File: config.mk
export PLATFORM = sky130hd
export DESIGN_NAME = gonso_wb_arbiter
export DESIGN_NICKNAME = d
export VERILOG_FILES = /design/src/rtl/gonso_wb_arbiter.sv
export SDC_FILE = /design/constraint.sdc
export NUM_CORES = 1
export LEC_CHECK = 0
export CAP_MARGIN = 20
export CORE_AREA = 2 2 125 127
export DETAILED_ROUTE_END_ITERATION = 12
export DIE_AREA = 0 0 127 129
export DONT_BUFFER_PORTS = 1
export HOLD_SLACK_MARGIN = 0.08
export PLACE_DENSITY = 0.3
export SLEW_MARGIN = 30
export SYNTH_ARGS = -nofsm -noshare
export SYNTH_HDL_FRONTEND = slang
export SYNTH_SLANG_ARGS = --single-unit
File: constraint.sdc
create_clock -name wb_clk_i -period 1.8 [get_ports wb_clk_i]
set_input_delay 0.18 -clock wb_clk_i [delete_from_list [all_inputs] [get_ports wb_clk_i]]
set_output_delay 0.18 -clock wb_clk_i [all_outputs]
set_load 0.01 [all_outputs]
File: src/rtl/gonso_wb_arbiter.sv
// gonso_wb_arbiter: two-master round-robin Wishbone arbiter with slave-timeout watchdog
module gonso_wb_arbiter #(
  parameter int AW = 32,
  parameter int DW = 32,
  parameter int TO_CYCLES = 255,
  parameter int TO_W = 8,
  parameter logic [DW-1:0] ERR_DATA = 32'hDEAD_BEEF
) (
  input  logic          wb_clk_i,
  input  logic          wb_rst_i,
  input  logic          m0_cyc_i,
  input  logic          m0_stb_i,
  input  logic          m0_we_i,
  input  logic [3:0]    m0_sel_i,
  input  logic [AW-1:0] m0_adr_i,
  input  logic [DW-1:0] m0_dat_i,
  output logic [DW-1:0] m0_dat_o,
  output logic          m0_ack_o,
  input  logic          m1_cyc_i,
  input  logic          m1_stb_i,
  input  logic          m1_we_i,
  input  logic [3:0]    m1_sel_i,
  input  logic [AW-1:0] m1_adr_i,
  input  logic [DW-1:0] m1_dat_i,
  output logic [DW-1:0] m1_dat_o,
  output logic          m1_ack_o,
  output logic          s_cyc_o,
  output logic          s_stb_o,
  output logic          s_we_o,
  output logic [3:0]    s_sel_o,
  output logic [AW-1:0] s_adr_o,
  output logic [DW-1:0] s_dat_o,
  input  logic [DW-1:0] s_dat_i,
  input  logic          s_ack_i,
  input  logic          err_clr_i,
  output logic          err_o,
  output logic [1:0]    grant_o
);
  typedef enum logic [1:0] {IDLE, BUS, RELEASE} state_t;
  state_t state_q, state_d;
  logic owner_q, owner_d, last_q, last_d, err_q, err_d;
  logic [TO_W-1:0] cnt_q, cnt_d;
  logic req0, req1, in_bus, own_cyc, own_stb, own_we, abort, done, tmo, ack;
  logic [3:0] own_sel;
  logic [AW-1:0] own_adr;
  logic [DW-1:0] own_dat, rdat;
  // owner mux, transaction end conditions and next-state logic
  always_comb begin
    req0 = m0_cyc_i & m0_stb_i;
    req1 = m1_cyc_i & m1_stb_i;
    in_bus = state_q == BUS;
    own_cyc = owner_q ? m1_cyc_i : m0_cyc_i;
    own_stb = owner_q ? m1_stb_i : m0_stb_i;
    own_we = owner_q ? m1_we_i : m0_we_i;
    own_sel = owner_q ? m1_sel_i : m0_sel_i;
    own_adr = owner_q ? m1_adr_i : m0_adr_i;
    own_dat = owner_q ? m1_dat_i : m0_dat_i;
    abort = in_bus & ~own_cyc;
    done = in_bus & own_cyc & s_ack_i;
    tmo = in_bus & own_cyc & ~s_ack_i & (cnt_q == TO_W'(TO_CYCLES - 1));
    state_d = state_q;
    owner_d = owner_q;
    last_d = last_q;
    cnt_d = cnt_q;
    err_d = tmo | (err_q & ~err_clr_i);
    if (state_q == IDLE && (req0 | req1)) begin
      state_d = BUS;
      owner_d = (req0 & req1) ? ~last_q : req1;
      last_d = owner_d;
      cnt_d = '0;
    end else if (in_bus) begin
      state_d = (abort | done | tmo) ? RELEASE : BUS;
      cnt_d = cnt_q + TO_W'(1);
    end else if (state_q == RELEASE) begin
      state_d = IDLE;
    end
  end
  // slave-side drive and owner return path, all zero outside BUS
  always_comb begin
    ack = done | tmo;
    rdat = tmo ? ERR_DATA : s_dat_i;
    s_cyc_o = in_bus & own_cyc & ~tmo;
    s_stb_o = in_bus & own_cyc & own_stb & ~tmo;
    s_we_o = in_bus & own_we;
    s_sel_o = in_bus ? own_sel : '0;
    s_adr_o = in_bus ? own_adr : '0;
    s_dat_o = in_bus ? own_dat : '0;
    m0_ack_o = ack & ~owner_q;
    m1_ack_o = ack & owner_q;
    m0_dat_o = (in_bus & ~owner_q) ? rdat : '0;
    m1_dat_o = (in_bus & owner_q) ? rdat : '0;
    grant_o = in_bus ? {owner_q, ~owner_q} : 2'b00;
    err_o = err_q;
  end
  // state registers; last resets to 1 so m0 wins the first tie
  always_ff @(posedge wb_clk_i or posedge wb_rst_i) begin
    if (wb_rst_i) begin
      state_q <= IDLE;
      owner_q <= 1'b0;
      last_q <= 1'b1;
      cnt_q <= '0;
      err_q <= 1'b0;
    end else begin
      state_q <= state_d;
      owner_q <= owner_d;
      last_q <= last_d;
      cnt_q <= cnt_d;
      err_q <= err_d;
    end
  end
endmodule

==> qor_table.md <==
| Quantity | Reported | Unit |
| --- | --- | --- |
| Outcome | finished with violations | - |
| Violated checks | negative setup slack | - |
| Storage element area | 332 | sq um |
| Via count | 2680 | - |
| Layer carrying the most global-route usage | met2 | - |
| Fraction of final layout cells sized beyond drive strength 1 | 40.0 | % |
| Depth of the worst register-to-register path | 5 | - |
| R2r startpoint | owner_q | - |
| Source-to-sink clock delay at the later pin of the worst-skew pair | 0.24 | ns |
| Number of placement rows | 45 | - |
| Floorplan die height | 129 | um |
| Count of cells along the worst hold path | 1 | - |
| Max clock buf depth | 2 | - |
| Flip-flop cell with the highest count after synthesis | dfrtp_1 | - |
| Worst Setup Slack post-DPL | 0.0300 | ns |
| Met1 GRT Util | 12.3 | % |
| Slew at the pin closest to its max-slew limit | 0.539 | ns |
| Leakage dissipation | 1.55 | nW |
| Number of cells produced by synthesis | 333 | - |
| Average vias per placed instance | 4.64 | - |
| Area of the mapped netlist | 0.00230 | sq mm |
| Largest family of logic cells by synthesized area | multiplexers | - |
| First-pass GRT wire length | 13.3 | mm |
| Synth unique cells | 39 | - |
| Final weighted congestion in routability-driven placement | 0.735 | - |
| Maxcap violations | 0 | - |
| Input/output buffers | 0 | - |
| Capture instance of the worst register-to-register path | err_o | - |
| Highest cell delay on the worst timing path | 0.39 | ns |
| Syn-to-layout area delta | 52.9 | % |
| Clock H-tree levels | 1 | - |
| Signal arrival time at the worst endpoint | 1.84 | ns |
| Switching portion of total power | 26.2 | % |
| Number of antenna diodes | 0 | - |
| Number of top-level design ports | 318 | - |
| Antenna viol nets, final | 0 | - |
| Warnings from Yosys | 0 | - |
| Part of the Yosys area used for sequential elements | 14.2 | % |
| Net count of the mapped netlist | 513 | - |
| Routed wire per std cell | 19.7 | um |
| Post-synthesis compound-gate area fraction | 16.6 | % |
| Core region area | 0.0150 | sq mm |
| Setup Skew | 0.000818 | ns |
| Slack of the worst reg-to-reg path | 0.22 | ns |
| Internal cell power | 697 | uW |
| Final Hold Viols | 0 | - |
| Post-layout worst setup margin | -0.221 | ns |
| Total power density per cell area | 268 | mW/mm^2 |
| Fraction of synthesized cell area in xor and xnor cells | 0 | % |
| Peak ir drop on the vdd network | 0.219 | mV |
| Mean Syn Cell Area | 6.92 | sq um |
| Number of detailed-route iterations in the first pass | 4 | - |
| Max Clk Rate | 495 | MHz |
| Detailed-route wire length | 11.4 | mm |
| Number of antenna violations at the first check in global routing | 0 | - |
| Maximum number of pins on one net before global-route repair | 72 | - |
| Startpoint Class | flop | - |
| Die width | 127 | um |
| CTS tree | yes | - |
| Detailed-route DRC error count | 0 | - |
| Number of standard cells in the layout, taps in and fillers out | 578 | - |
| Buffer type at the clock tree root | clkbuf_16 | - |
| Via count of the first global-routing pass | 2282 | - |
| Clock slew at reported path FFs | 0.04 | ns |
| Startpoint of the worst hold path | s_ack_i | - |
| Post-synth EDFFs | 0 | - |
| Path class of the lowest-slack min-delay path | in2reg | - |
| Footprint of the multi-input gates | 0.00195 | sq mm |
| Category of the critical setup timing path | reg2out | - |
| Slew Viols, Final | 0 | - |
| FFs w/ async S/R, synth | 100 | % |
| Final cycle utilization of the critical path | 112 | % |
| Top fanout value on the critical path | 8 | - |
| Setup TNS Final | -12.09 | ns |
| Number of clock sinks | 13 | - |
| Clock buffers created by TritonCTS | 3 | - |
| Final setup viols | 66 | - |
| GRT Util Overall | 10.5 | % |
| Hold_ws | 0.122 | ns |
| Multiplexer area fraction after synthesis | 32.2 | % |
| Starting utilization of the core area | 15.4 | % |
| Number of DRC markers after the initial detailed-route iteration | 119 | - |
| Relative slew slack | 64.0 | % |
| Synthesized-area fraction occupied by adder cells | 1.09 | % |
| Total global routing overflow | 0 | - |
| Setup repair after global routing missed its margin | yes | - |
| DP Area | 0.00294 | sq mm |
| Combinational power share | 23.5 | % |
| Global routing usage on met2 | 19.7 | % |
| Cells along the critical path | inv_2, ha_4, and4b_2, nand4_4, buf_12, clkbuf_16, a21oi_1, buf_4 | - |
| Post-detailed-placement half-perimeter wirelength | 8.58 | mm |
| Cell at the slowest stage of the critical path | dfrtp_1 | - |
| Worst Path Required | 1.62 | ns |
| Crit path time final | 2.02 | ns |
| Die Outline Area | 0.0164 | sq mm |
| Relative contribution of sequential cells to total power | 31.9 | % |
| Net count of the finished layout | 571 | - |
| Net switching power | 248 | uW |
| Filler instances | 1652 | - |
| Worst setup EP type | output pin | - |
| Met3 layer usage reported by global route | 2.62 | % |
| Register bit count reported by yosys | 13 | - |
| Count of placed standard cells including taps | 561 | - |
| End point of the most critical hold path | state_q[0] | - |
| Clock power frac | 44.6 | % |
| Post-synthesis simple-gate area fraction | 22.8 | % |
| Final non-filler cell area | 0.00352 | sq mm |
-- worst max-delay path, delay by kind of cell, from the launching register on --
family	cells	cell delay, ns
simple gates	2	0.35
fa+ha+maj	1	0.13
flops	1	0.39
compound gates	1	0.15
buf+inv	4	0.58
-- registers in the layout, summed over array words and instances, names as in the netlist --
| signal | count |
|---|---|
| cnt_q | 8 |
| err_o | 1 |
| state_q | 2 |
| owner_q | 1 |
| last_q | 1 |
-- power groups by stage --
stage | Sequential [mW] | Clock [mW] | Combinational, mW
global route | 0.301 | 0.455 | 0.242
global placement | 0.305 | 0 | 0.197
finish | 0.301 | 0.421 | 0.222
detailed placement | 0.305 | 0 | 0.200
CTS | 0.300 | 0.435 | 0.204
floorplan | 0.302 | 0 | 0.168
-- cells in the final DEF, fill, tap and decap left out, types with 2 or more instances in the layout --
master,netlist,layout
nor2_2,0,8
mux2i_1,73,70
a21o_1,2,2
buf_4,1,65
a21oi_4,0,4
inv_1,33,30
inv_2,0,2
dfrtp_1,12,10
mux2i_2,0,3
nor2_1,70,62
and3_4,0,6
clkbuf_16,0,7
dlygate4sd3_1,0,2
buf_6,6,7
a21oi_2,3,35
o211ai_1,3,3
and3_1,17,11
a21oi_1,47,11
o21ai_0,6,6
nand2b_2,0,2
nand3_1,2,2
buf_12,0,4
nand2_1,7,7
nor3_2,0,2
-- how the worst max path moves through the flow --
stage	cells after the start	to	from	slack [ns]
finish	8	m0_dat_o[10]	cnt_q[0]	-0.22
detailed placement	7	m0_dat_o[16]	cnt_q[0]	0.03
global placement	7	m0_dat_o[16]	cnt_q[0]	0.07
floorplan	7	m0_dat_o[23]	cnt_q[0]	0.18
CTS	7	m0_dat_o[16]	cnt_q[0]	-0.18
global route	8	m1_dat_o[21]	cnt_q[0]	-0.29
-- cell families after synthesis --
| kind of cell | count (synthesis) |
|---|---|
| flops | 13 |
| mux | 74 |
| simple gates | 113 |
| compound gates | 68 |
| buf+inv | 63 |
| fa+ha+maj | 2 |
-- metal layers --
layer | share of wire [%] | vias to the layer above
met5 | 0 | -
met4 | 1.8 | 0
met3 | 8.5 | 12
met2 | 54 | 198
met1 | 36 | 1216
li1 | - | 1254
-- metrics by stage --
| stage | power [mW] | utilization, % |
|---|---|---|
| detailed placement | 0.504 | 19.6 |
| floorplan | 0.470 | - |
| CTS | 0.939 | 20.5 |
| global placement | 0.502 | 19.6 |
| finish | 0.944 | 23.5 |
| global route | 0.998 | 23.5 |
-- cells in the mapped netlist, types with 3 or more instances --
master    number  area share (%)
a21oi_1       47              10
a21oi_2        3             1.1
and3_1        17             4.6
buf_2         14             3.0
buf_6          6             2.9
clkbuf_1       9             1.5
dfrtp_1       12              13
inv_1         33             5.4
mux2i_1       73              32
nand2_1        7             1.1
nor2_1        70              11
nor3_1         4            0.87
o211ai_1       3            0.98
o21ai_0        6             1.3
-- repair_timing --
| action | in CTS | in global routing |
|---|---|---|
| hold buffers | 2 | 0 |
| endpoints found under the setup margin | 69 | 83 |
| resized for setup | 5 | 72 |
| endpoints found under the hold margin | 13 | 0 |
| pin swaps | 1 | 30 |
| buffers inserted | 2 | 2 |
| gates cloned | 0 | 7 |
-- final cells by class --
| cell class | count | area share, % |
|---|---|---|
| Clock buffer | 4 | 2.24 |
| Inverter | 33 | 3.62 |
| Sequential cell | 13 | 9.42 |
| Tap cell | 188 | 6.68 |
| Timing Repair Buffer | 83 | 22.6 |
| Multi-Input combinational cell | 257 | 55.5 |
Note: power is estimated with default switching activity, not from simulation.
